--- src/rtl/instr_stream_loader.sv ---
// Parses a framed program image (A5, LEN_LO, LEN_HI, 4*N bytes LSB-first) from the UART
// and drives the instruction-load bus. Define LOADER_CHECKSUM_EN for a trailing XOR checksum byte.
module instr_stream_loader #(
  parameter int         MAX_WORDS      = 256,
  parameter logic [7:0] START_BYTE     = 8'hA5,
  parameter int         TIMEOUT_CYCLES = 5000000,
  parameter int         TO_W           = 24
) (
  input  logic        clk,
  input  logic        reset,
  input  logic [7:0]  i_rx_data,
  input  logic        i_rx_valid,
  output logic [31:0] o_ld_instr_data,
  output logic [31:0] o_ld_instr_addr,
  output logic        o_ld_instr_wren,
  output logic        o_ld_instr_active,
  output logic        o_done,
  output logic        o_err,
  output logic [1:0]  o_err_code
);

  localparam int IDX_W = $clog2(MAX_WORDS) + 1;
  localparam logic [TO_W-1:0] TO_LAST = TO_W'(TIMEOUT_CYCLES - 1);

`ifdef LOADER_CHECKSUM_EN
  typedef enum logic [2:0] {
    S_IDLE = 3'd0, S_LEN_LO = 3'd1, S_LEN_HI = 3'd2, S_DATA = 3'd3, S_DONE = 3'd4, S_CSUM = 3'd5
  } state_t;
  localparam state_t S_FINAL = S_CSUM;
`else
  typedef enum logic [2:0] {
    S_IDLE = 3'd0, S_LEN_LO = 3'd1, S_LEN_HI = 3'd2, S_DATA = 3'd3, S_DONE = 3'd4
  } state_t;
  localparam state_t S_FINAL = S_DONE;
`endif

  state_t            state_r, state_nxt_s;
  logic [7:0]        len_lo_r;
  logic [15:0]       len_r;
  logic [1:0]        byte_idx_r;
  logic [23:0]       word_r;
  logic [IDX_W-1:0]  word_idx_r;
  logic [TO_W-1:0]   to_cnt_r;

  logic [15:0] len_s;
  logic        start_s, counting_s, timeout_s, len_bad_s, len_err_s, word_done_s, last_word_s;
  logic        csum_err_s;

  logic [31:0] data_nxt_s, addr_nxt_s;
  logic        wren_nxt_s, active_nxt_s, done_nxt_s, err_nxt_s;
  logic [1:0]  err_code_nxt_s;

`ifdef LOADER_CHECKSUM_EN
  logic [7:0] csum_r;
  logic       csum_ok_s;
  assign csum_ok_s  = (i_rx_data == csum_r);
  assign csum_err_s = (state_r == S_CSUM) && i_rx_valid && !csum_ok_s;
`else
  assign csum_err_s = 1'b0;
`endif

  assign len_s       = {i_rx_data, len_lo_r};
  assign start_s     = (state_r == S_IDLE) && i_rx_valid && (i_rx_data == START_BYTE);
  assign counting_s  = (state_r != S_IDLE) && (state_r != S_DONE);
  assign timeout_s   = counting_s && !i_rx_valid && (to_cnt_r == TO_LAST);
  assign len_bad_s   = ({16'd0, len_s} > MAX_WORDS[31:0]);
  assign len_err_s   = (state_r == S_LEN_HI) && i_rx_valid && len_bad_s;
  assign word_done_s = (state_r == S_DATA) && i_rx_valid && (byte_idx_r == 2'd3);
  assign last_word_s = ((16'(word_idx_r) + 16'd1) == len_r);

  // State register
  always_ff @(posedge clk or posedge reset) begin
    if (reset) state_r <= S_IDLE;
    else       state_r <= state_nxt_s;
  end

  // Next-state decode; a timeout only fires on a cycle without a strobe
  always_comb begin
    state_nxt_s = state_r;
    case (state_r)
      S_IDLE:   if (start_s) state_nxt_s = S_LEN_LO; else state_nxt_s = S_IDLE;
      S_LEN_LO: begin
        if (timeout_s)       state_nxt_s = S_IDLE;
        else if (i_rx_valid) state_nxt_s = S_LEN_HI;
        else                 state_nxt_s = S_LEN_LO;
      end
      S_LEN_HI: begin
        if (timeout_s)                 state_nxt_s = S_IDLE;
        else if (!i_rx_valid)          state_nxt_s = S_LEN_HI;
        else if (len_s == 16'd0)       state_nxt_s = S_FINAL;
        else if (len_bad_s)            state_nxt_s = S_IDLE;
        else                           state_nxt_s = S_DATA;
      end
      S_DATA: begin
        if (timeout_s)                        state_nxt_s = S_IDLE;
        else if (word_done_s && last_word_s)  state_nxt_s = S_FINAL;
        else                                  state_nxt_s = S_DATA;
      end
`ifdef LOADER_CHECKSUM_EN
      S_CSUM: begin
        if (timeout_s)                      state_nxt_s = S_IDLE;
        else if (i_rx_valid && csum_ok_s)   state_nxt_s = S_DONE;
        else if (i_rx_valid)                state_nxt_s = S_IDLE;
        else                                state_nxt_s = S_CSUM;
      end
`endif
      S_DONE:   state_nxt_s = S_IDLE;
      default:  state_nxt_s = S_IDLE;
    endcase
  end

  // Next values of the registered bus and status outputs
  always_comb begin
    data_nxt_s     = o_ld_instr_data;
    addr_nxt_s     = o_ld_instr_addr;
    active_nxt_s   = o_ld_instr_active;
    err_nxt_s      = o_err;
    err_code_nxt_s = o_err_code;
    done_nxt_s     = 1'b0;
    if (word_done_s) begin
      wren_nxt_s = 1'b1;
      data_nxt_s = {i_rx_data, word_r};
      addr_nxt_s = {{(32-IDX_W){1'b0}}, word_idx_r};
    end else begin
      wren_nxt_s = 1'b0;
    end
    if (start_s) begin
      active_nxt_s   = 1'b1;
      err_nxt_s      = 1'b0;
      err_code_nxt_s = 2'b00;
    end else if (timeout_s) begin
      active_nxt_s   = 1'b0;
      err_nxt_s      = 1'b1;
      err_code_nxt_s = 2'b01;
    end else if (len_err_s) begin
      active_nxt_s   = 1'b0;
      err_nxt_s      = 1'b1;
      err_code_nxt_s = 2'b10;
    end else if (csum_err_s) begin
      active_nxt_s   = 1'b0;
      err_nxt_s      = 1'b1;
      err_code_nxt_s = 2'b11;
    end else if (state_r == S_DONE) begin
      active_nxt_s = 1'b0;
      done_nxt_s   = 1'b1;
    end else begin
      active_nxt_s = o_ld_instr_active;
    end
  end

  // Output registers, byte/word assembly and inter-byte timeout counter
  always_ff @(posedge clk or posedge reset) begin
    if (reset) begin
      o_ld_instr_data   <= 32'd0;
      o_ld_instr_addr   <= 32'd0;
      o_ld_instr_wren   <= 1'b0;
      o_ld_instr_active <= 1'b0;
      o_done            <= 1'b0;
      o_err             <= 1'b0;
      o_err_code        <= 2'b00;
      len_lo_r          <= 8'd0;
      len_r             <= 16'd0;
      byte_idx_r        <= 2'd0;
      word_r            <= 24'd0;
      word_idx_r        <= '0;
      to_cnt_r          <= '0;
`ifdef LOADER_CHECKSUM_EN
      csum_r            <= 8'd0;
`endif
    end else begin
      o_ld_instr_data   <= data_nxt_s;
      o_ld_instr_addr   <= addr_nxt_s;
      o_ld_instr_wren   <= wren_nxt_s;
      o_ld_instr_active <= active_nxt_s;
      o_done            <= done_nxt_s;
      o_err             <= err_nxt_s;
      o_err_code        <= err_code_nxt_s;
      if (state_r == S_LEN_LO && i_rx_valid) len_lo_r <= i_rx_data;
      if (state_r == S_LEN_HI && i_rx_valid) len_r    <= len_s;
      if (start_s) begin
        byte_idx_r <= 2'd0;
        word_idx_r <= '0;
`ifdef LOADER_CHECKSUM_EN
        csum_r     <= 8'd0;
`endif
      end else if (state_r == S_DATA && i_rx_valid) begin
        byte_idx_r <= byte_idx_r + 2'd1;
`ifdef LOADER_CHECKSUM_EN
        csum_r     <= csum_r ^ i_rx_data;
`endif
        case (byte_idx_r)
          2'd0:    word_r[7:0]   <= i_rx_data;
          2'd1:    word_r[15:8]  <= i_rx_data;
          2'd2:    word_r[23:16] <= i_rx_data;
          default: word_idx_r    <= word_idx_r + IDX_W'(1);
        endcase
      end
      if (!counting_s || i_rx_valid || timeout_s) to_cnt_r <= '0;
      else                                        to_cnt_r <= to_cnt_r + TO_W'(1);
    end
  end

endmodule

--- config.mk ---
export PLATFORM = sky130hd
export DESIGN_NAME = instr_stream_loader
export DESIGN_NICKNAME = d
export VERILOG_FILES = /design/src/rtl/instr_stream_loader.sv
export SDC_FILE = /design/constraint.sdc
export NUM_CORES = 1
export LEC_CHECK = 0
export CAP_MARGIN = 20
export CORE_ASPECT_RATIO = 1.25
export CORE_UTILIZATION = 30
export CTS_BUF_LIST = sky130_fd_sc_hd__clkbuf_4
export CTS_CLUSTER_DIAMETER = 30
export DETAILED_ROUTE_END_ITERATION = 10
export GPL_TIMING_DRIVEN = 0
export PLACE_DENSITY_LB_ADDON = 0.15
export SLEW_MARGIN = 20
export SYNTH_ARGS = -nofsm -noshare
export SYNTH_HDL_FRONTEND = slang
export SYNTH_SLANG_ARGS = --single-unit
--- constraint.sdc ---
create_clock -name clk -period 5 [get_ports clk]
set_input_delay 0.5 -clock clk [delete_from_list [all_inputs] [get_ports clk]]
set_output_delay 0.5 -clock clk [all_outputs]
set_load 0.01 [all_outputs]
Word-level counts from Yosys, hierarchy flattened. Index checks and enable logic that the tools add are counted.

Order comparisons: 1. Bitwise gates (word level): 1. Reductions and logical operators: 27. Add/sub/neg operators: 4. Muxes and demuxes: 31. Equality and inequality tests: 12.

Operators with widths (count): 9-bit 2-to-1 mux (3); 24-bit by 1-bit adder with 24-bit output, second input constant (1); 24-bit by 23-bit equality test with 1-bit output, second input constant (1); 24-bit 2-to-1 mux (1); 10-bit by 16-bit equality test with 1-bit output (1); 16-bit by 9-bit > comparator with 1-bit output, second input constant (1); 16-bit logical NOT (1); 2-bit 2-to-1 mux (8); 3-bit 2-to-1 mux (5); 1-bit 2-to-1 mux (13); 3-bit one-hot mux with 4 select lines (1); 1-bit logical AND (11); 9-bit by 1-bit adder with 10-bit output, second input constant (1); 9-bit by 1-bit adder with 9-bit output, second input constant (1); 3-bit AND reduction (3); 8-bit equality test, second input constant (1); 3-bit by 2-bit equality test with 1-bit output, second input constant (2); 3-bit nonzero test (2); 2-bit equality test, second input constant (2); 4-bit nonzero test (1); 3-bit by 1-bit equality test with 1-bit output, second input constant (1); 3-bit equality test, second input constant (1); 3-bit logical NOT (1); 3-bit inequality test, second input constant (1); 10 further kinds (12).

Input bits: 11. Register bits after elaboration: 133.

Longest topological paths before layout. Gate-level depths: netlist of the first run.

Depth after elaboration: 7. Mapped depth: 8. Depth with buffers taken out: 7.

Worst setup path after synthesis of the first run. No wires, ideal clock.

Path type: reg2reg. Start point: register word_idx_r[0]. End point: register state_r[0]. Stages on the path, launching flop included: 8. Arrival: 1.817 ns. Path slack: 3.042 ns. Required time: 4.859 ns. Setup time: 0.141 ns. Cells stage by stage: dfrtp_1 ha_1 and3_1 nand3_1 o31ai_1 o2111ai_1 a311oi_2 o221ai_1.

Cells in the longest elaborated chain, start to end: 6.

Ends and longest elaborated chain: from (decl) (RTL line 42) `logic [IDX_W-1:0] word_idx_r;`; from (signal assigned) (RTL line 195) `default: word_idx_r <= word_idx_r + IDX_W'(1);`; 9-bit by 1-bit adder with 10-bit output (RTL line 69) `assign last_word_s = ((16'(word_idx_r) + 16'd1) == len_r);`; 10-bit by 16-bit equality test with 1-bit output (RTL line 69); 1-bit logical AND (RTL line 96) `else if (word_done_s && last_word_s) state_nxt_s = S_FINAL;`; 3-bit 2-to-1 mux (RTL line 96); 3-bit 2-to-1 mux (RTL line 95) `if (timeout_s) state_nxt_s = S_IDLE;`; 3-bit one-hot mux with 4 select lines (RTL line 80) `case (state_r)`; via state_nxt_s[0] (RTL line 37) `state_t state_r, state_nxt_s;`; to (signal assigned) (RTL line 74) `else state_r <= state_nxt_s;`; to (decl) (RTL line 37).

The timed path passes the listed nets, and every way through them passes these cells. A chain may end at the register's enable or synchronous reset.

Worst setup path in the final report of the first run. Ends and elaborated chain as after synthesis.

==> results of run 1 <==
-- sequential cells by signal, summed over array words and instances, names as in the netlist --
signal and count:
byte_idx_r 2, len_lo_r 8, len_r 16, o_done 1, o_err 1, o_err_code 2, o_ld_instr_active 1, o_ld_instr_addr 9
o_ld_instr_data 32, o_ld_instr_wren 1, state_r 3, to_cnt_r 24, word_idx_r 9, word_r 24
-- final timing paths --
check	start	endpoint	depth (start not counted)
min in group clk	word_r[14]$_DFFE_PP0P_	o_ld_instr_data[14]$_DFFE_PP0P_	1
min reg2reg	word_r[14]$_DFFE_PP0P_	o_ld_instr_data[14]$_DFFE_PP0P_	1
min	reset	word_r[17]$_DFFE_PP0P_	2
max	word_idx_r[0]$_DFFE_PP0P_	state_r[0]$_DFF_PP0_	7
max reg2reg	word_idx_r[0]$_DFFE_PP0P_	state_r[0]$_DFF_PP0_	7
max in group asynchronous	reset	o_ld_instr_addr[2]$_DFFE_PP0P_	3
-- cell families (layout without fill, tap and decap cells) --
| family | after synthesis | count (layout) | synth area share [%] |
|---|---|---|---|
| flip-flops | 133 | 133 | 54.9 |
| AO/OA/AOI/OAI | 42 | 42 | 4.65 |
| AND/OR/NAND/NOR | 145 | 145 | 13.1 |
| buffers and inverters | 49 | 138 | 4.85 |
| multiplexers | 91 | 91 | 16.9 |
| adder cells (fa/ha/maj) | 7 | 7 | 1.45 |
| other | 1 | 25 | 0.0619 |
| XOR/XNOR | 28 | 28 | 4.05 |
-- cell usage in the layout, fill, tap and decap left out, drive strengths merged, types with 4 or more instances in the layout --
master         synthesis  final
dfrtp                133    133
mux2                  89     89
clkdlybuf4s50          0     56
nor2                  39     39
buf                   37     38
nand2                 30     30
conb                   1     23
clkbuf                 1     18
xnor2                 14     14
xor2                  14     14
nand3                 14     14
inv                   11     14
o21ai                 13     13
nand4                 11     11
nor4                  10     10
clkinv                 0      8
nor2b                  7      7
a21oi                  7      7
ha                     7      7
nor3                   7      7
and3                   6      6
o31ai                  5      5
nand2b                 4      4
or3                    4      4
-- stage by stage --
stage	hold slack (ps)	cell area [sq um]	setup TNS, ps	utilization [%]
global placement	483	7030	-134150	35.9
finish	337	7380	0	37.6
detailed placement	492	7070	0	36.0
global route	329	7380	0	37.6
floorplan	475	6140	0	-
CTS	309	7370	0	37.6
-- worst reg2reg max path, stage by stage (launching register included) --
cell and delay [ps]:
sky130_fd_sc_hd__dfrtp_1 530, sky130_fd_sc_hd__ha_1 290, sky130_fd_sc_hd__and3_1 250, sky130_fd_sc_hd__nand3_1 190
sky130_fd_sc_hd__o31ai_1 300, sky130_fd_sc_hd__o2111ai_1 150, sky130_fd_sc_hd__a311oi_2 410, sky130_fd_sc_hd__o221ai_1 200
-- power by group through the flow --
stage	sequential, W	clock [W]	combinational (W)
floorplan	0.00112	0	0.0000691
global placement	0.00112	0	0.000104
detailed placement	0.00112	0	0.000110
CTS	0.00110	0.000811	0.000110
global route	0.00110	0.000854	0.000121
finish	0.00110	0.000772	0.000107
-- per-layer routing --
layer | vias to the layer above | share of wire (%) | GRT usage [%]
li1 | 1915 | - | -
met1 | 2028 | 44 | 16.7
met2 | 65 | 51 | 22.9
met3 | 18 | 3.4 | 3.33
met4 | 0 | 1.9 | 5.99
met5 | - | 0 | 0
-- area by class of cell --
cell class	count	area, sq um	area share (%)
Clock buffer	17	128	1.73
Tap cell	265	332	4.49
Clock inverter	15	180	2.44
Buffer	38	253	3.42
Timing Repair Buffer	57	588	7.97
Sequential cell	133	3330	45.1
Antenna cell	2	5.00	0.0678
Inverter	11	48.8	0.661
Multi-Input combinational cell	336	2520	34.1
==> flow_summary.html, run 1 <==
<table>
<tr><th>Metric</th><th>Value</th></tr>
<tr><th colspan="2">Status</th></tr>
<tr><td>Result of the run</td><td>complete, no violations</td></tr>
<tr><th colspan="2">Power and ir drop</th></tr>
<tr><td>Combinational cell fraction of total power</td><td>5.4%</td></tr>
<tr><td>Final Total Pwr</td><td>0.00198 W</td></tr>
<tr><td>Power per standard cell area</td><td>268 nW/um^2</td></tr>
<tr><td>Sequential power share</td><td>55.6%</td></tr>
<tr><td>Fraction of power spent switching nets</td><td>25.0%</td></tr>
<tr><td>Switching pwr</td><td>0.000495 W</td></tr>
<tr><td>Static leakage power</td><td>3.47 nW</td></tr>
<tr><td>Int Power</td><td>0.00148 W</td></tr>
<tr><td>Clock network power share</td><td>39.0%</td></tr>
<tr><td>Worst-case vdd ir drop</td><td>0.129 mV</td></tr>
<tr><th colspan="2">Floorplanning</th></tr>
<tr><td>Die Span X</td><td>129 um</td></tr>
<tr><td>Initial Util</td><td>30.9%</td></tr>
<tr><td>Vertical extent of the die</td><td>161 um</td></tr>
<tr><td>Core region area</td><td>19,600 sq um</td></tr>
<tr><td>Floorplan die area</td><td>20,800 sq um</td></tr>
<tr><td>Number of rows in the core area</td><td>57</td></tr>
<tr><td># IOs</td><td>81</td></tr>
<tr><th colspan="2">Global routing</th></tr>
<tr><td>Total routing resource utilization after global routing</td><td>13.7%</td></tr>
<tr><td>Global-route wire length before repair</td><td>21.5 mm</td></tr>
<tr><td>Via count of the first global-routing pass</td><td>4,080</td></tr>
<tr><td>Overflow left after global routing</td><td>0</td></tr>
<tr><td>Antenna violations before repair</td><td>1</td></tr>
<tr><td>Maximum number of pins on one net before global-route repair</td><td>82</td></tr>
<tr><th colspan="2">CTS</th></tr>
<tr><td>Number of H-tree levels</td><td>4</td></tr>
<tr><td>Clock-pin transition on the worst setup and hold timing paths</td><td>120 ps</td></tr>
<tr><td>Post-CTS Hold Buffers</td><td>0</td></tr>
<tr><td>Clock root buffer master</td><td>sky130_fd_sc_hd__clkbuf_4</td></tr>
<tr><td>Clock tree from TritonCTS</td><td>built</td></tr>
<tr><td>Number of buffers added for setup after CTS</td><td>0</td></tr>
<tr><td>Max clock buf depth</td><td>2</td></tr>
<tr><td>Latest clock arrival within the worst-skew pair</td><td>550 ps</td></tr>
<tr><td># resized after CTS</td><td>0</td></tr>
<tr><td>Cts bufs inserted</td><td>17</td></tr>
<tr><td>Clock net sink count</td><td>133</td></tr>
<tr><th colspan="2">Critical path</th></tr>
<tr><td>CP peak stage delay</td><td>530 ps</td></tr>
<tr><td>CP Data Arrival Time</td><td>2870 ps</td></tr>
<tr><td>Type of the setup path with the least slack</td><td>flip-flop to flip-flop</td></tr>
<tr><td>Largest fanout on the critical path</td><td>7</td></tr>
<tr><td>Crit-path slowest cell</td><td>sky130_fd_sc_hd__dfrtp_1</td></tr>
<tr><td>Data required time of the worst path</td><td>5420 ps</td></tr>
<tr><td>Number of buffer and inverter stages on the critical path</td><td>0</td></tr>
<tr><td>Category of cells accounting for the largest share of critical-path delay</td><td>compound AO/OA/AOI/OAI gates</td></tr>
<tr><td>Startpoint types</td><td>flip-flop</td></tr>
<tr><td>Element type at the critical path end</td><td>flip-flop</td></tr>
<tr><td>Slack of the worst reg-to-reg path</td><td>2550 ps</td></tr>
<tr><td>Critical path cell sequence</td><td>ha_1 -&gt; and3_1 -&gt; nand3_1 -&gt; o31ai_1 -&gt; o2111ai_1 -&gt; a311oi_2 -&gt; o221ai_1</td></tr>
<tr><th colspan="2">Layout</th></tr>
<tr><td>Post-layout instance count excluding filler cells</td><td>874</td></tr>
<tr><td>Fraction of final layout cells with drive strength greater than 1</td><td>27.7%</td></tr>
<tr><td>Area growth from synthesis to layout</td><td>21.8%</td></tr>
<tr><td>Filler Cell Count</td><td>1,931</td></tr>
<tr><td>Number of nets in the layout</td><td>612</td></tr>
<tr><th colspan="2">STA</th></tr>
<tr><td>Maximum clock frequency</td><td>407 MHz</td></tr>
<tr><td>Min setup slack post-route</td><td>2550 ps</td></tr>
<tr><td>Slew at the pin closest to its max-slew limit</td><td>644 ps</td></tr>
<tr><td>Final period demand of the worst path</td><td>2450 ps</td></tr>
<tr><td>Setup repair after global routing missed its margin</td><td>false</td></tr>
<tr><td>Count of final hold-check violations</td><td>0</td></tr>
<tr><td>Final period utilization</td><td>49.1%</td></tr>
<tr><td>Max-slew violation count</td><td>0</td></tr>
<tr><td>Final setup violating endpoints</td><td>0</td></tr>
<tr><td>Rel. slew slack</td><td>56.9%</td></tr>
<tr><td>Setup skew after layout</td><td>13.1 ps</td></tr>
<tr><th colspan="2">Detailed routing</th></tr>
<tr><td>Via Count</td><td>4,026</td></tr>
<tr><td>Iter 0 DRT Violations</td><td>141</td></tr>
<tr><td>Post-detailed-route DRC marker count</td><td>0</td></tr>
<tr><td>Final Routed Wirelength</td><td>13.3 mm</td></tr>
<tr><td>Drt via density</td><td>4.61</td></tr>
<tr><td>DR WL/cell</td><td>15.2 um</td></tr>
<tr><td>Drt pass-1 iters</td><td>4</td></tr>
<tr><td>Final ANT Viol Nets</td><td>0</td></tr>
<tr><th colspan="2">Synth</th></tr>
<tr><td>Async set-reset flop share out of synthesis</td><td>100%</td></tr>
<tr><td>Synth warnings</td><td>0</td></tr>
<tr><td>Top-area cell type share of the netlist area</td><td>54.9%</td></tr>
<tr><td>EDFF count, synth</td><td>0</td></tr>
<tr><td>Prevailing post-synth register cell</td><td>sky130_fd_sc_hd__dfrtp_1</td></tr>
<tr><td>Synthesized flop and latch total</td><td>133</td></tr>
<tr><td>Count of mapped cells out of synthesis</td><td>496</td></tr>
<tr><td>Seq/Total Area, Yosys</td><td>54.9%</td></tr>
<tr><td>Most area-consuming cells after synthesis</td><td>sky130_fd_sc_hd__dfrtp_1, sky130_fd_sc_hd__mux2_2, sky130_fd_sc_hd__buf_4</td></tr>
<tr><td>Largest area contributor in the synthesized netlist</td><td>sky130_fd_sc_hd__dfrtp_1</td></tr>
<tr><td>Post-synthesis instance area</td><td>6060 sq um</td></tr>
<tr><td>Syn Area/Cell</td><td>12.2 sq um</td></tr>
<tr><td>Commonest cells in the synthesized netlist</td><td>sky130_fd_sc_hd__dfrtp_1, sky130_fd_sc_hd__mux2_2, sky130_fd_sc_hd__nor2_1, sky130_fd_sc_hd__nand2_1, sky130_fd_sc_hd__buf_4</td></tr>
<tr><td>Most numerous cell in the Yosys netlist</td><td>sky130_fd_sc_hd__dfrtp_1</td></tr>
<tr><td>Synth unique cells</td><td>53</td></tr>
<tr><th colspan="2">Run</th></tr>
<tr><td>Number of violations of the max-capacitance limit</td><td>0</td></tr>
<tr><th colspan="2">Place</th></tr>
<tr><td>Placed cell count</td><td>840</td></tr>
<tr><td>Number of port buffers</td><td>56</td></tr>
<tr><td>Placer congestion estimate</td><td>0.782</td></tr>
<tr><td>Post-placement setup slack</td><td>2000 ps</td></tr>
<tr><td>Dpl hpwl</td><td>9.12 mm</td></tr>
<tr><th colspan="2">Hold path</th></tr>
<tr><td>Class of the worst hold path</td><td>input port to async pin</td></tr>
</table>
No activity file was read; power rests on OpenSTA's default activity.
==> run 2: changes to the inputs <==
Clock period 5 ns to 2.5 ns, I/O delays scaled along.
==> run 2 against run 1 <==
Against the previous run:
- first-iteration DRC count increased by 19%
- hold slack got worse by 280 ps
- clock skew increased by 2.0 ps
- utilization increased by 0.70 points
- setup slack got worse by 2400 ps
- global-route usage about the same
- register-to-register slack got worse by 2400 ps
==> flow_summary.html, run 2 (same netlist as run 1, synthesis figures left out) <==
<table>
<tr><th>Metric</th><th>Value</th></tr>
<tr><th colspan="2">STA</th></tr>
<tr><td>WHS</td><td>53.6 ps</td></tr>
<tr><td>Maximum clock frequency</td><td>430 MHz</td></tr>
<tr><td>Setup skew after layout</td><td>15.2 ps</td></tr>
<tr><td>Max-slew violation count</td><td>0</td></tr>
<tr><td>Rel. slew slack</td><td>54.7%</td></tr>
<tr><td>Setup repair after global routing missed its margin</td><td>false</td></tr>
<tr><td>Final setup violating endpoints</td><td>0</td></tr>
<tr><td>Slew at the pin closest to its max-slew limit</td><td>677 ps</td></tr>
<tr><td>Min setup slack post-route</td><td>174 ps</td></tr>
<tr><td>Final period demand of the worst path</td><td>2330 ps</td></tr>
<tr><td>Final period utilization</td><td>93.0%</td></tr>
<tr><td>Count of final hold-check violations</td><td>0</td></tr>
<tr><th colspan="2">Layout</th></tr>
<tr><td>Number of nets in the layout</td><td>618</td></tr>
<tr><td>Register with the most flip-flops</td><td>o_ld_instr_data</td></tr>
<tr><td>Area growth from synthesis to layout</td><td>24.1%</td></tr>
<tr><td>Final core utilization</td><td>38.3%</td></tr>
<tr><td>Post-route cell area</td><td>7520 sq um</td></tr>
<tr><td>Fraction of final layout cells with drive strength greater than 1</td><td>28.7%</td></tr>
<tr><td>Most common cell after layout, fill and taps aside</td><td>sky130_fd_sc_hd__dfrtp_1</td></tr>
<tr><td>Commonest cells after routing, fill and taps aside</td><td>sky130_fd_sc_hd__dfrtp_1, sky130_fd_sc_hd__mux2_2, sky130_fd_sc_hd__clkdlybuf4s50_1, sky130_fd_sc_hd__nor2_1, sky130_fd_sc_hd__nand2_1</td></tr>
<tr><td>Largest registers</td><td>o_ld_instr_data x32, to_cnt_r x24, word_r x24</td></tr>
<tr><td>Filler Cell Count</td><td>1,930</td></tr>
<tr><td>Number of flip-flops in the largest register</td><td>32</td></tr>
<tr><th colspan="2">Detailed routing</th></tr>
<tr><td>Final ANT Viol Nets</td><td>0</td></tr>
<tr><td>DR WL/cell</td><td>15.1 um</td></tr>
<tr><td>Final Routed Wirelength</td><td>13.3 mm</td></tr>
<tr><td>Post-detailed-route DRC marker count</td><td>0</td></tr>
<tr><td>Drt pass-1 iters</td><td>4</td></tr>
<tr><td>Via Count</td><td>4,041</td></tr>
<tr><td>Drt via density</td><td>4.60</td></tr>
<tr><td>Iter 0 DRT Violations</td><td>168</td></tr>
<tr><th colspan="2">Global routing</th></tr>
<tr><td>Antenna violations before repair</td><td>1</td></tr>
<tr><td>Maximum number of pins on one net before global-route repair</td><td>26</td></tr>
<tr><td>Via count of the first global-routing pass</td><td>4,085</td></tr>
<tr><td>Overflow left after global routing</td><td>0</td></tr>
<tr><td>Total routing resource utilization after global routing</td><td>13.7%</td></tr>
<tr><td>Global-route wire length before repair</td><td>21.7 mm</td></tr>
<tr><th colspan="2">Critical path</th></tr>
<tr><td>Type of the setup path with the least slack</td><td>flip-flop to flip-flop</td></tr>
<tr><td>Critical path cell sequence</td><td>ha_1 -&gt; and3_1 -&gt; nand3_1 -&gt; o31ai_2 -&gt; o2111ai_1 -&gt; a311oi_2 -&gt; buf_4 -&gt; o221ai_1</td></tr>
<tr><td>CP peak stage delay</td><td>480 ps</td></tr>
<tr><td>Crit-path slowest cell</td><td>sky130_fd_sc_hd__dfrtp_2</td></tr>
<tr><td>Category of cells accounting for the largest share of critical-path delay</td><td>compound AO/OA/AOI/OAI gates</td></tr>
<tr><td>Element type at the critical path end</td><td>flip-flop</td></tr>
<tr><td>Data required time of the worst path</td><td>2910 ps</td></tr>
<tr><td>CP Data Arrival Time</td><td>2740 ps</td></tr>
<tr><td>Largest fanout on the critical path</td><td>7</td></tr>
<tr><td>Startpoint types</td><td>flip-flop</td></tr>
<tr><td>Number of buffer and inverter stages on the critical path</td><td>1</td></tr>
<tr><th colspan="2">CTS</th></tr>
<tr><td>Clock net sink count</td><td>133</td></tr>
<tr><td>Latest clock arrival within the worst-skew pair</td><td>530 ps</td></tr>
<tr><td>Clock tree from TritonCTS</td><td>built</td></tr>
<tr><td>Number of H-tree levels</td><td>4</td></tr>
<tr><td>Max clock buf depth</td><td>2</td></tr>
<tr><td>Cts bufs inserted</td><td>17</td></tr>
<tr><td>Clock-pin transition on the worst setup and hold timing paths</td><td>120 ps</td></tr>
<tr><td>Clock root buffer master</td><td>sky130_fd_sc_hd__clkbuf_4</td></tr>
<tr><th colspan="2">Floorplanning</th></tr>
<tr><td># IOs</td><td>81</td></tr>
<tr><td>Initial Util</td><td>30.9%</td></tr>
<tr><td>Core region area</td><td>19,600 sq um</td></tr>
<tr><td>Number of rows in the core area</td><td>57</td></tr>
<tr><td>Vertical extent of the die</td><td>161 um</td></tr>
<tr><td>Die Span X</td><td>129 um</td></tr>
<tr><td>Floorplan die area</td><td>20,800 sq um</td></tr>
<tr><th colspan="2">Status</th></tr>
<tr><td>Result of the run</td><td>complete, no violations</td></tr>
<tr><th colspan="2">Power and ir drop</th></tr>
<tr><td>Static leakage power</td><td>3.52 nW</td></tr>
<tr><td>Power per standard cell area</td><td>528 nW/um^2</td></tr>
<tr><td>Worst-case vdd ir drop</td><td>0.428 mV</td></tr>
<tr><th colspan="2">Run</th></tr>
<tr><td>Number of violations of the max-capacitance limit</td><td>0</td></tr>
<tr><th colspan="2">Place</th></tr>
<tr><td>Dpl hpwl</td><td>9.44 mm</td></tr>
<tr><td>Post-placement setup slack</td><td>-349 ps</td></tr>
<tr><td>Placer congestion estimate</td><td>0.760</td></tr>
<tr><td>Number of port buffers</td><td>56</td></tr>
<tr><td>Cell area after placement</td><td>7190 sq um</td></tr>
<tr><th colspan="2">Hold path</th></tr>
<tr><td>Class of the worst hold path</td><td>input port to async pin</td></tr>
</table>
-- run 2: cell types whose count changed in the layout (fill, tap and decap cells not counted), sizes merged --
cell / previous run / this run
buf: 38 / 44
clkinv: 8 / 6
clkinvlp: 1 / 3
diode: 2 / 1
-- run 2: worst paths after layout --
kind | startpoint | cells past startpoint | endpoint | slack [ps]
setup / recovery | word_idx_r[0]$_DFFE_PP0P_ | 8 | state_r[0]$_DFF_PP0_ | 170
hold / removal | reset | 2 | to_cnt_r[20]$_DFF_PP0_ | 50
setup reg to reg | word_idx_r[0]$_DFFE_PP0P_ | 8 | state_r[0]$_DFF_PP0_ | 170
hold reg to reg | word_r[14]$_DFFE_PP0P_ | 1 | o_ld_instr_data[14]$_DFFE_PP0P_ | 510
max in group asynchronous | reset | 5 | o_ld_instr_data[7]$_DFFE_PP0P_ | 1670
min in group clk | i_rx_data[0] | 2 | word_r[8]$_DFFE_PP0P_ | 390
-- run 2: stage by stage --
step                TNS [ps]  std cells  total power (W)
global route               0        879          0.00416
global placement      -91860        839          0.00245
detailed placement     -2630        845          0.00249
finish                     0        879          0.00397
CTS                        0        877          0.00404
floorplan                  0        518          0.00238
-- run 2: power by group --
| part | internal (W) | switching, W | leakage [nW] |
|---|---|---|---|
| clock network | 0.000700 | 0.000828 | 0.156 |
| registers | 0.00218 | 0.0000209 | 1.83 |
| logic | 0.000109 | 0.000131 | 1.53 |
| total | 0.00299 | 0.000980 | 3.52 |
-- run 2: area by class of cell --
cell class / instances / area (sq um) / area share [%]
Tap cell: 265 / 332 / 4.41
Clock inverter: 15 / 178 / 2.36
Buffer: 38 / 253 / 3.36
Antenna cell: 1 / 2.50 / 0.0333
Timing Repair Buffer: 63 / 726 / 9.66
Multi-Input combinational cell: 336 / 2520 / 33.6
Sequential cell: 133 / 3330 / 44.3
Inverter: 11 / 45.0 / 0.599
Clock buffer: 17 / 128 / 1.70
-- run 2: per-layer routing --
metal  up-vias  global-route usage, %  wire length, um
met5         -                      0                0
met1      2055                   17.5             6110
met2        52                   22.4             6650
met3        10                   3.40              371
li1       1924                      -                -
met4         0                   4.87              131
-- run 2: worst reg2reg max path: stages (launching register included) --
cell,delay (ps)
sky130_fd_sc_hd__dfrtp_2,480
sky130_fd_sc_hd__ha_1,260
sky130_fd_sc_hd__and3_1,250
sky130_fd_sc_hd__nand3_1,200
sky130_fd_sc_hd__o31ai_2,290
sky130_fd_sc_hd__o2111ai_1,170
sky130_fd_sc_hd__a311oi_2,270
sky130_fd_sc_hd__buf_4,180
sky130_fd_sc_hd__o221ai_1,130
-- run 2: repair_timing --
item	CTS	global route
gates resized for setup	0	3
setup endpoints to repair	0	3
setup buffers	0	1
hold buffers	0	0
==> run 3: changes to the inputs <==
Settings changed: CORE_UTILIZATION 30 to 50.
==> run 3 against run 2 <==
Against the previous run:
- via count rose by 0.67%
- register-to-register slack barely moved
- routed wire length fell by 8.8%
- combinational power fell by 8%
- clock skew rose by 2.6 ps
- count of clock-buffer cells in the layout did not move
- sequential power barely moved
- global-route usage rose by 7.8 points
- utilization rose by 24 points
- design area fell by 2.4%
==> flow_summary.html, run 3 (same netlist as run 1, synthesis figures left out) <==
<table>
<tr><th>Metric</th><th>Value</th></tr>
<tr><th colspan="2">Layout</th></tr>
<tr><td>Number of nets in the layout</td><td>616</td></tr>
<tr><td>Largest registers</td><td>o_ld_instr_data x32, to_cnt_r x24, word_r x24</td></tr>
<tr><td>Filler Cell Count</td><td>970</td></tr>
<tr><td>Register area</td><td>3330 sq um</td></tr>
<tr><td>Fraction of final layout cells with drive strength greater than 1</td><td>28.3%</td></tr>
<tr><td>Most common cell after layout, fill and taps aside</td><td>sky130_fd_sc_hd__dfrtp_1</td></tr>
<tr><td>Register with the most flip-flops</td><td>o_ld_instr_data</td></tr>
<tr><td>Number of flip-flops in the largest register</td><td>32</td></tr>
<tr><td>Commonest cells after routing, fill and taps aside</td><td>sky130_fd_sc_hd__dfrtp_1, sky130_fd_sc_hd__mux2_2, sky130_fd_sc_hd__clkdlybuf4s50_1, sky130_fd_sc_hd__nor2_1, sky130_fd_sc_hd__nand2_1</td></tr>
<tr><td>Count of antenna diodes in the layout</td><td>0</td></tr>
<tr><td>Area growth from synthesis to layout</td><td>21.1%</td></tr>
<tr><td>Multi-input gate area</td><td>2520 sq um</td></tr>
<tr><th colspan="2">Global routing</th></tr>
<tr><td>Met1 Use GR</td><td>25.7%</td></tr>
<tr><td>Total routing resource utilization after global routing</td><td>21.5%</td></tr>
<tr><td>Antenna violations before repair</td><td>0</td></tr>
<tr><td>Overflow left after global routing</td><td>0</td></tr>
<tr><td>Maximum number of pins on one net before global-route repair</td><td>36</td></tr>
<tr><td>GR peak layer</td><td>met2</td></tr>
<tr><td>Met3 demand-to-capacity share in global routing</td><td>5.53%</td></tr>
<tr><td>Grt met2 use</td><td>36.4%</td></tr>
<tr><td>Global-route wire length before repair</td><td>20.6 mm</td></tr>
<tr><td>Via count of the first global-routing pass</td><td>4,187</td></tr>
<tr><th colspan="2">Status</th></tr>
<tr><td>Result of the run</td><td>complete, no violations</td></tr>
<tr><th colspan="2">Critical path</th></tr>
<tr><td>Critical path cell sequence</td><td>ha_1 -&gt; and3_1 -&gt; nand3_1 -&gt; o31ai_1 -&gt; o2111ai_1 -&gt; a311oi_2 -&gt; o221ai_1</td></tr>
<tr><td>Data required time of the worst path</td><td>2910 ps</td></tr>
<tr><td>CP Data Arrival Time</td><td>2750 ps</td></tr>
<tr><td>Crit-path slowest cell</td><td>sky130_fd_sc_hd__dfrtp_1</td></tr>
<tr><td>Type of the setup path with the least slack</td><td>flip-flop to flip-flop</td></tr>
<tr><td>Element type at the critical path end</td><td>flip-flop</td></tr>
<tr><td>Largest fanout on the critical path</td><td>5</td></tr>
<tr><td>Category of cells accounting for the largest share of critical-path delay</td><td>compound AO/OA/AOI/OAI gates</td></tr>
<tr><td>Number of buffer and inverter stages on the critical path</td><td>0</td></tr>
<tr><td>Startpoint types</td><td>flip-flop</td></tr>
<tr><td>CP peak stage delay</td><td>480 ps</td></tr>
<tr><th colspan="2">Floorplanning</th></tr>
<tr><td>Die Span X</td><td>100 um</td></tr>
<tr><td>Core region area</td><td>11,700 sq um</td></tr>
<tr><td>Vertical extent of the die</td><td>125 um</td></tr>
<tr><td>Floorplan die area</td><td>12,600 sq um</td></tr>
<tr><td># IOs</td><td>81</td></tr>
<tr><td>Number of rows in the core area</td><td>44</td></tr>
<tr><td>Initial Util</td><td>51.7%</td></tr>
<tr><th colspan="2">Power and ir drop</th></tr>
<tr><td>Final Total Pwr</td><td>0.00405 W</td></tr>
<tr><td>Clock network power share</td><td>40.2%</td></tr>
<tr><td>Int Power</td><td>0.00308 W</td></tr>
<tr><td>Power per standard cell area</td><td>552 nW/um^2</td></tr>
<tr><td>Sequential power share</td><td>54.3%</td></tr>
<tr><td>Fraction of power spent switching nets</td><td>24.0%</td></tr>
<tr><td>Static leakage power</td><td>3.50 nW</td></tr>
<tr><td>Switching pwr</td><td>0.000971 W</td></tr>
<tr><td>Combinational cell fraction of total power</td><td>5.5%</td></tr>
<tr><td>Worst-case vdd ir drop</td><td>0.406 mV</td></tr>
<tr><th colspan="2">STA</th></tr>
<tr><td>Rel. slew slack</td><td>56.1%</td></tr>
<tr><td>Maximum clock frequency</td><td>427 MHz</td></tr>
<tr><td>Setup skew after layout</td><td>17.8 ps</td></tr>
<tr><td>Slew at the pin closest to its max-slew limit</td><td>657 ps</td></tr>
<tr><td>Max-slew violation count</td><td>0</td></tr>
<tr><td>Setup repair after global routing missed its margin</td><td>false</td></tr>
<tr><td>Final period utilization</td><td>93.6%</td></tr>
<tr><td>Final period demand of the worst path</td><td>2340 ps</td></tr>
<tr><td>Min setup slack post-route</td><td>160 ps</td></tr>
<tr><td>Count of final hold-check violations</td><td>0</td></tr>
<tr><td>Final setup violating endpoints</td><td>0</td></tr>
<tr><th colspan="2">Hold path</th></tr>
<tr><td>Class of the worst hold path</td><td>input port to flip-flop</td></tr>
<tr><th colspan="2">Place</th></tr>
<tr><td>Dpl hpwl</td><td>8.53 mm</td></tr>
<tr><td>Post-placement setup slack</td><td>-183 ps</td></tr>
<tr><td>Number of port buffers</td><td>56</td></tr>
<tr><td>Placer congestion estimate</td><td>0.847</td></tr>
<tr><th colspan="2">Detailed routing</th></tr>
<tr><td>Drt via density</td><td>5.27</td></tr>
<tr><td>Via Count</td><td>4,068</td></tr>
<tr><td>Final ANT Viol Nets</td><td>0</td></tr>
<tr><td>Final Routed Wirelength</td><td>12.1 mm</td></tr>
<tr><td>DR WL/cell</td><td>15.7 um</td></tr>
<tr><td>Iter 0 DRT Violations</td><td>212</td></tr>
<tr><td>Drt pass-1 iters</td><td>5</td></tr>
<tr><td>Post-detailed-route DRC marker count</td><td>0</td></tr>
<tr><th colspan="2">CTS</th></tr>
<tr><td>Clock net sink count</td><td>133</td></tr>
<tr><td>Latest clock arrival within the worst-skew pair</td><td>550 ps</td></tr>
<tr><td>Number of buffers added for setup after CTS</td><td>0</td></tr>
<tr><td>Clock root buffer master</td><td>sky130_fd_sc_hd__clkbuf_4</td></tr>
<tr><td>Max clock buf depth</td><td>2</td></tr>
<tr><td>Number of H-tree levels</td><td>4</td></tr>
<tr><td>Cts bufs inserted</td><td>17</td></tr>
<tr><td>Clock-pin transition on the worst setup and hold timing paths</td><td>120 ps</td></tr>
<tr><td>Clock tree from TritonCTS</td><td>built</td></tr>
<tr><th colspan="2">Run</th></tr>
<tr><td>Number of violations of the max-capacitance limit</td><td>0</td></tr>
</table>
==> run 3: changes by cell type in the layout (fill, tap and decap cells not counted), sizes merged <==
cell / previous run / this run
clkinv: 6 / 5
dlygate4sd3: 0 / 1
diode: 1 / 0
buf: 44 / 41
bufinv: 3 / 4
==> run 3: final cells by class <==
type | count | area share, %
inverters | 11 | 0.614
clock inverters | 15 | 2.75
repair buffers | 61 | 8.97
multi-input cells | 336 | 34.3
plain buffers | 38 | 3.45
well taps | 161 | 2.75
flip-flops and latches | 133 | 45.4
clock buffers | 17 | 1.74
==> run 3: final timing paths <==
check                                          startpoint  slack, ps                             end  cells after the start
min reg2reg                o_ld_instr_addr[8]$_DFFE_PP0P_        510  o_ld_instr_addr[8]$_DFFE_PP0P_                      1
min                                          i_rx_data[0]        350            state_r[2]$_DFF_PP0_                      3
max in group asynchronous                           reset       1220       word_idx_r[7]$_DFFE_PP0P_                      5
max reg2reg                     word_idx_r[1]$_DFFE_PP0P_        160            state_r[0]$_DFF_PP0_                      7
min in group asynchronous                           reset        570          word_r[11]$_DFFE_PP0P_                      3
max                             word_idx_r[1]$_DFFE_PP0P_        160            state_r[0]$_DFF_PP0_                      7
==> run 3: tightest hold or removal path, stage by stage <==
cell and delay (ps):
sky130_fd_sc_hd__buf_1 270, sky130_fd_sc_hd__nor3_1 240, sky130_fd_sc_hd__or2_1 110
==> run 3: power groups by stage <==
stage | clock, W | combinational (W) | sequential [W]
final | 0.00163 | 0.000221 | 0.00220
after global routing | 0.00175 | 0.000246 | 0.00221
after CTS | 0.00167 | 0.000225 | 0.00220
after detailed placement | 0 | 0.000223 | 0.00224
after global placement | 0 | 0.000202 | 0.00224
after floorplan | 0 | 0.000139 | 0.00224
==> run 3: through the flow <==
step                std cells  util (%)  TNS (ps)  instance area, sq um  hold WS, ps
finish                    772      62.5         0                  7330          354
detailed placement        739      59.6     -1300                  6990          492
floorplan                 518         -         0                  6140          400
CTS                       772      62.5         0                  7330          316
global route              772      62.5         0                  7330          347
global placement          735      58.9    -71290                  6910          483
==> run 3: timing repair <==
item | in CTS | in global routing
endpoints found under the setup margin | 0 | 1
hold endpoints to repair | 12 | 0
hold buffers | 1 | 0
gates resized for setup | 0 | 1
==> run 3: metal layers <==
| layer | part of all wire, % | vias to the layer above |
|---|---|---|
| met2 | 52 | 71 |
| met1 | 42 | 2063 |
| li1 | - | 1911 |
| met4 | 2.2 | 0 |
| met3 | 3.1 | 23 |
| met5 | 0 | - |
==> RTL edit 1 (config.mk and constraints of run 1) <==
`o_ld_instr_data` and `o_ld_instr_addr` no longer have a reset.
--- a/src/rtl/instr_stream_loader.sv
+++ b/src/rtl/instr_stream_loader.sv
@@ -153,4 +153,2 @@
     if (reset) begin
-      o_ld_instr_data   <= 32'd0;
-      o_ld_instr_addr   <= 32'd0;
       o_ld_instr_wren   <= 1'b0;
@@ -170,4 +168,2 @@
     end else begin
-      o_ld_instr_data   <= data_nxt_s;
-      o_ld_instr_addr   <= addr_nxt_s;
       o_ld_instr_wren   <= wren_nxt_s;
@@ -202,2 +198,7 @@
 
+  always_ff @(posedge clk) begin
+    o_ld_instr_data <= data_nxt_s;
+    o_ld_instr_addr <= addr_nxt_s;
+  end
+
 endmodule
Behaviour: differs if reset is asserted again (counterexample within 10 cycles, from zero or initial values and one cycle with reset high); with reset held inactive, the same outputs for 10 cycles.
==> RTL edit 1 against run 1 <==
  * The run now ends with DRC left
  * Power down 1.0%
  * Final area decreased by 5.0%
  * Maximum frequency is 7.7% lower
  * Sequential share of layout area increased by 5.3 points
  * Sequential cell count did not move
  * Area after synthesis down 5.5%
  * Worst setup slack worse by 200 ps
  * Non-clock buffer count stayed put
  * Clock skew up 2.2 ps
  * Register-to-register slack worse by 50 ps
  * Critical endpoint is now byte_idx_r[0]
  * Wire length fell by 13%
  * First-iteration DRC count increased by 23%
==> RTL edit 1: results (changes against run 1) <==
metric,value,unit,change
status,"complete, but fails checks",,
failing checks,DRC,,
Post-synth EDFFs,41,,+41
R2R setup slack,2500,ps,-50 ps
fillers,1820,,-5.7%
Post-synth top cells,"dfrtp_1 (92), mux2_2 (48), nor2_1 (46), edfxtp_1 (41), nand2_1 (32)",,
highest metal used,met4,,
Buffers on Ports,57,,+1.8%
H-Tree Depth,4,,unchanged
Worst Path Arrival,3090,ps,+220 ps
via count,3647,,-9.4%
share of post-route cells with drive strength above 1,21.2,%,-6.5 points
largest net degree at the start of global routing,58,,-29%
worst skew pair latency,540,ps,
hpwl dp,8210,um,-9.9%
Num CTS Buffers,17,,unchanged
total of max-cap violations,0,,unchanged
Worst Skew,15.4,ps,+2.24 ps
Iter 0 DRT Violations,173,,+23%
asr flop ratio synth,69.2,%,-31 points
largest cells by area after synthesis,"dfrtp_1 (40%), edfxtp_1 (22%), mux2_2 (9.4%)",,
reg2reg start,word_idx_r[1],,
Min-Delay Path Class,in -> async,,
Slew @ Worst Pin,1120,ps,+475 ps
met2 WL,6160,um,-8.1%
Nets,571,,-6.7%
count of different cell masters after synthesis,49,,-7.5%
Clock Tree Root,clkbuf_4,,
Yosys warning count,0,,unchanged
P_leak,3.06,nW,-12%
Worst-path clk slew,120,ps,about the same
maximum vdd drop,144,uV,+12%
R2R Path End,state_r[0],,
CTS Buffer Depth,2,,unchanged
register area share after synthesis,61.7,%,+6.8 points
FF-to-FF path depth,8,,+1
Post CTS Setup Buffer Count,0,,unchanged
first-pass GRT wire length,18900,um,-12%
Tot GR Track Use,12.8,%,-0.98 points
first-pass iteration count of the detailed router,8,,+4
initial antenna violation count,1,,unchanged
final wirelength,11500,um,-13%
Post-route DRC,4,,+4
met1 wire length,4810,um,-18%
area post-placement,6730,sq um,-4.8%
Placer Congestion,0.754,,-3.6%
met3 WL post-DR,418,um,-7.5%
crit-path max FO,7,,unchanged
-- RTL edit 1: worst max path at each step --
stage,startpoint,to,slack (ps),cells after the start
after floorplan,reset,byte_idx_r[0],2110,1
final,i_rx_data[1],byte_idx_r[0],2340,5
after detailed placement,i_rx_data[1],byte_idx_r[0],1760,5
after CTS,i_rx_data[1],byte_idx_r[0],2380,5
after global placement,reset,word_idx_r[4],490,2
after global routing,i_rx_data[1],byte_idx_r[0],2320,5
-- RTL edit 1: cells by family after synthesis --
| family | count (synthesis) | synth area share [%] |
|---|---|---|
| other | 1 | 0.0655 |
| adder cells (fa/ha/maj) | 7 | 1.53 |
| XOR/XNOR | 35 | 5.36 |
| AO/OA/AOI/OAI | 36 | 4.37 |
| buffers and inverters | 46 | 4.63 |
| flip-flops | 133 | 61.7 |
| AND/OR/NAND/NOR | 147 | 12.9 |
| multiplexers | 48 | 9.44 |
-- RTL edit 1: through the flow --
stage	setup slack, ps	util (%)	std cells	power (mW)	hold slack [ps]
finish	2340	37.5	799	1.96	319
global route	2320	37.5	799	2.06	293
CTS	2380	37.5	798	1.99	277
detailed placement	1760	36.0	766	1.28	430
global placement	488	35.6	764	1.27	425
floorplan	2110	-	475	1.23	419
-- RTL edit 1: power by group --
group / internal (mW) / leakage, nW / switching [mW]
clock network: 0.313 / 0.145 / 0.395
logic: 0.0490 / 1.21 / 0.0537
registers: 1.13 / 1.71 / 0.0147
total: 1.50 / 3.06 / 0.464
-- RTL edit 1: worst max-delay path: stages --
cell,delay (ps)
clkdlybuf4s50_1,570
or4_1,640
nor4_1,960
nor2_1,100
mux2_2,310
-- RTL edit 1: layout make-up --
class	instances	area, sq um	area share, %
plain buffers	36	228	3.25
well taps	232	290	4.14
diodes	1	2.50	0.0357
multi-input cells	296	2010	28.6
repair buffers	59	626	8.92
clock buffers	20	150	2.14
inverters	10	42.5	0.607
clock inverters	12	131	1.87
flip-flops and latches	133	3530	50.4
-- RTL edit 1: per-layer routing --
layer	vias up	global-route usage [%]
met2	61	22.9
met1	1808	14.0
met3	10	4.00
li1	1768	-
met5	-	0
met4	0	4.88
==> RTL edit 2 (config.mk and constraints of run 1) <==
Made on the original files. Add a define of `LOADER_CHECKSUM_EN`.
--- a/src/rtl/instr_stream_loader.sv
+++ b/src/rtl/instr_stream_loader.sv
@@ -2,2 +2,4 @@
 // and drives the instruction-load bus. Define LOADER_CHECKSUM_EN for a trailing XOR checksum byte.
+`define LOADER_CHECKSUM_EN
+
 module instr_stream_loader #(
Check against the original RTL: not equivalent (Yosys sat finds a counterexample within 10 cycles, from zero or initial values and one cycle with reset high).
==> RTL edit 2 against run 1 <==
  * Final area up 7.4%
  * Wire length up 9.4%
  * Worst setup slack better by 44 ps
  * Clock power up 15%
  * Power up 9.3%
  * Non-clock buffer count up 10
  * Sequential power up 5%
  * Combinational power up 6%
  * Area after synthesis up 8.7%
  * Sequential cell count up 8
  * Via count up 9.6%
  * Largest cell class unchanged
==> RTL edit 2: results (changes against run 1) <==
metric,value,unit,change
met2 Resource Use GR,24.3,%,+1.3 points
crit-path leading delay family,simple AND/OR/NAND/NOR gates,,
Post CTS Setup Buffer Count,0,,unchanged
first-pass GRT wire length,24100,um,+12%
met3 WL post-DR,528,um,+17%
R2R setup slack,2590,ps,+40 ps
Iter 0 DRT Violations,106,,-25%
Placer Congestion,0.792,,+1.3%
P_int,1.69,mW,+14%
vias in the first global route,4617,,+13%
Buffers on Ports,53,,-5.4%
status,"finished, final reports clean",,
worst skew pair latency,520,ps,-30 ps
Diodes inserted,0,,-2
slew margin rel.,49.9,%,-7.0 points
largest net degree at the start of global routing,73,,-11%
crit path to,state_r[1],,
P_leak,3.64,nW,+4.9%
Synth top area share,53.6,%,-1.3 points
slowest stage cell on the critical path,or4_1,,
Net Sw Power,0.478,mW,-3.4%
Tot GR Track Use,13.9,%,+0.17 points
Comb group,0.113,mW,+6%
hpwl dp,10200,um,+12%
maximum vdd drop,150,uV,+16%
met2 WL,7550,um,+13%
met1 wire length,6110,um,+4.3%
Min-Delay Path Class,in -> async,,
"most common cell after layout, fill and taps aside",dfrtp_1,,
fillers,2091,,+8.3%
Critical Path Max Stage Delay,550,ps,+20 ps
met3 Use GR,3.69,%,+0.36 points
count of different cell masters after synthesis,56,,+5.7%
final wirelength,14500,um,+9.4%
Yosys warning count,0,,unchanged
asr flop ratio synth,100,%,unchanged
Vias/cell,4.66,,+1.2%
Worst Skew,10.9,ps,-2.21 ps
initial antenna violation count,0,,-1
largest cells by area after synthesis,"dfrtp_1 (54%), mux2_2 (15%), xnor2_1 (3.2%)",,
share of post-route cells with drive strength above 1,26.4,%,-1.3 points
Clock power frac,41.1,%,+2.1 points
Post-synth top cells,"dfrtp_1 (141), mux2_2 (89), nor2_1 (51), nand2_1 (46), o21ai_0 (31)",,
crit-path max FO,10,,+3
Nets,674,,+10%
GR Layer Usage met1,16.1,%,-0.63 points
area post-placement,7580,sq um,+7.2%
-- RTL edit 2: logic make-up after synthesis --
| group | share of synthesized area (%) |
|---|---|
| buffers and inverters | 5.53 |
| muxes | 15.4 |
| other | 0.0570 |
| and+or+nand+nor | 13.3 |
| AOI/OAI and AO/OA | 5.30 |
| adders and majority gates | 1.14 |
| xor gates and xnor gates | 5.70 |
| DFF | 53.6 |
-- RTL edit 2: metrics by stage --
step	setup slack [ps]	hold WS [ps]	TNS [ps]	cells	utilization, %
after floorplan	719	470	0	584	-
after global placement	-1280	482	-178340	916	35.0
after detailed placement	2070	488	0	917	35.2
after CTS	2580	369	0	946	36.8
after global routing	2460	361	0	946	36.8
final	2590	386	0	946	36.8
-- RTL edit 2: cell type report --
cell class	instances	area share [%]
buffer	51	4.26
sequential	141	44.5
clock inverter	12	2.79
inverter	7	0.426
multi-input combinational	385	35.0
timing repair buffer	54	7.04
tap	279	4.40
clock buffer	17	1.61
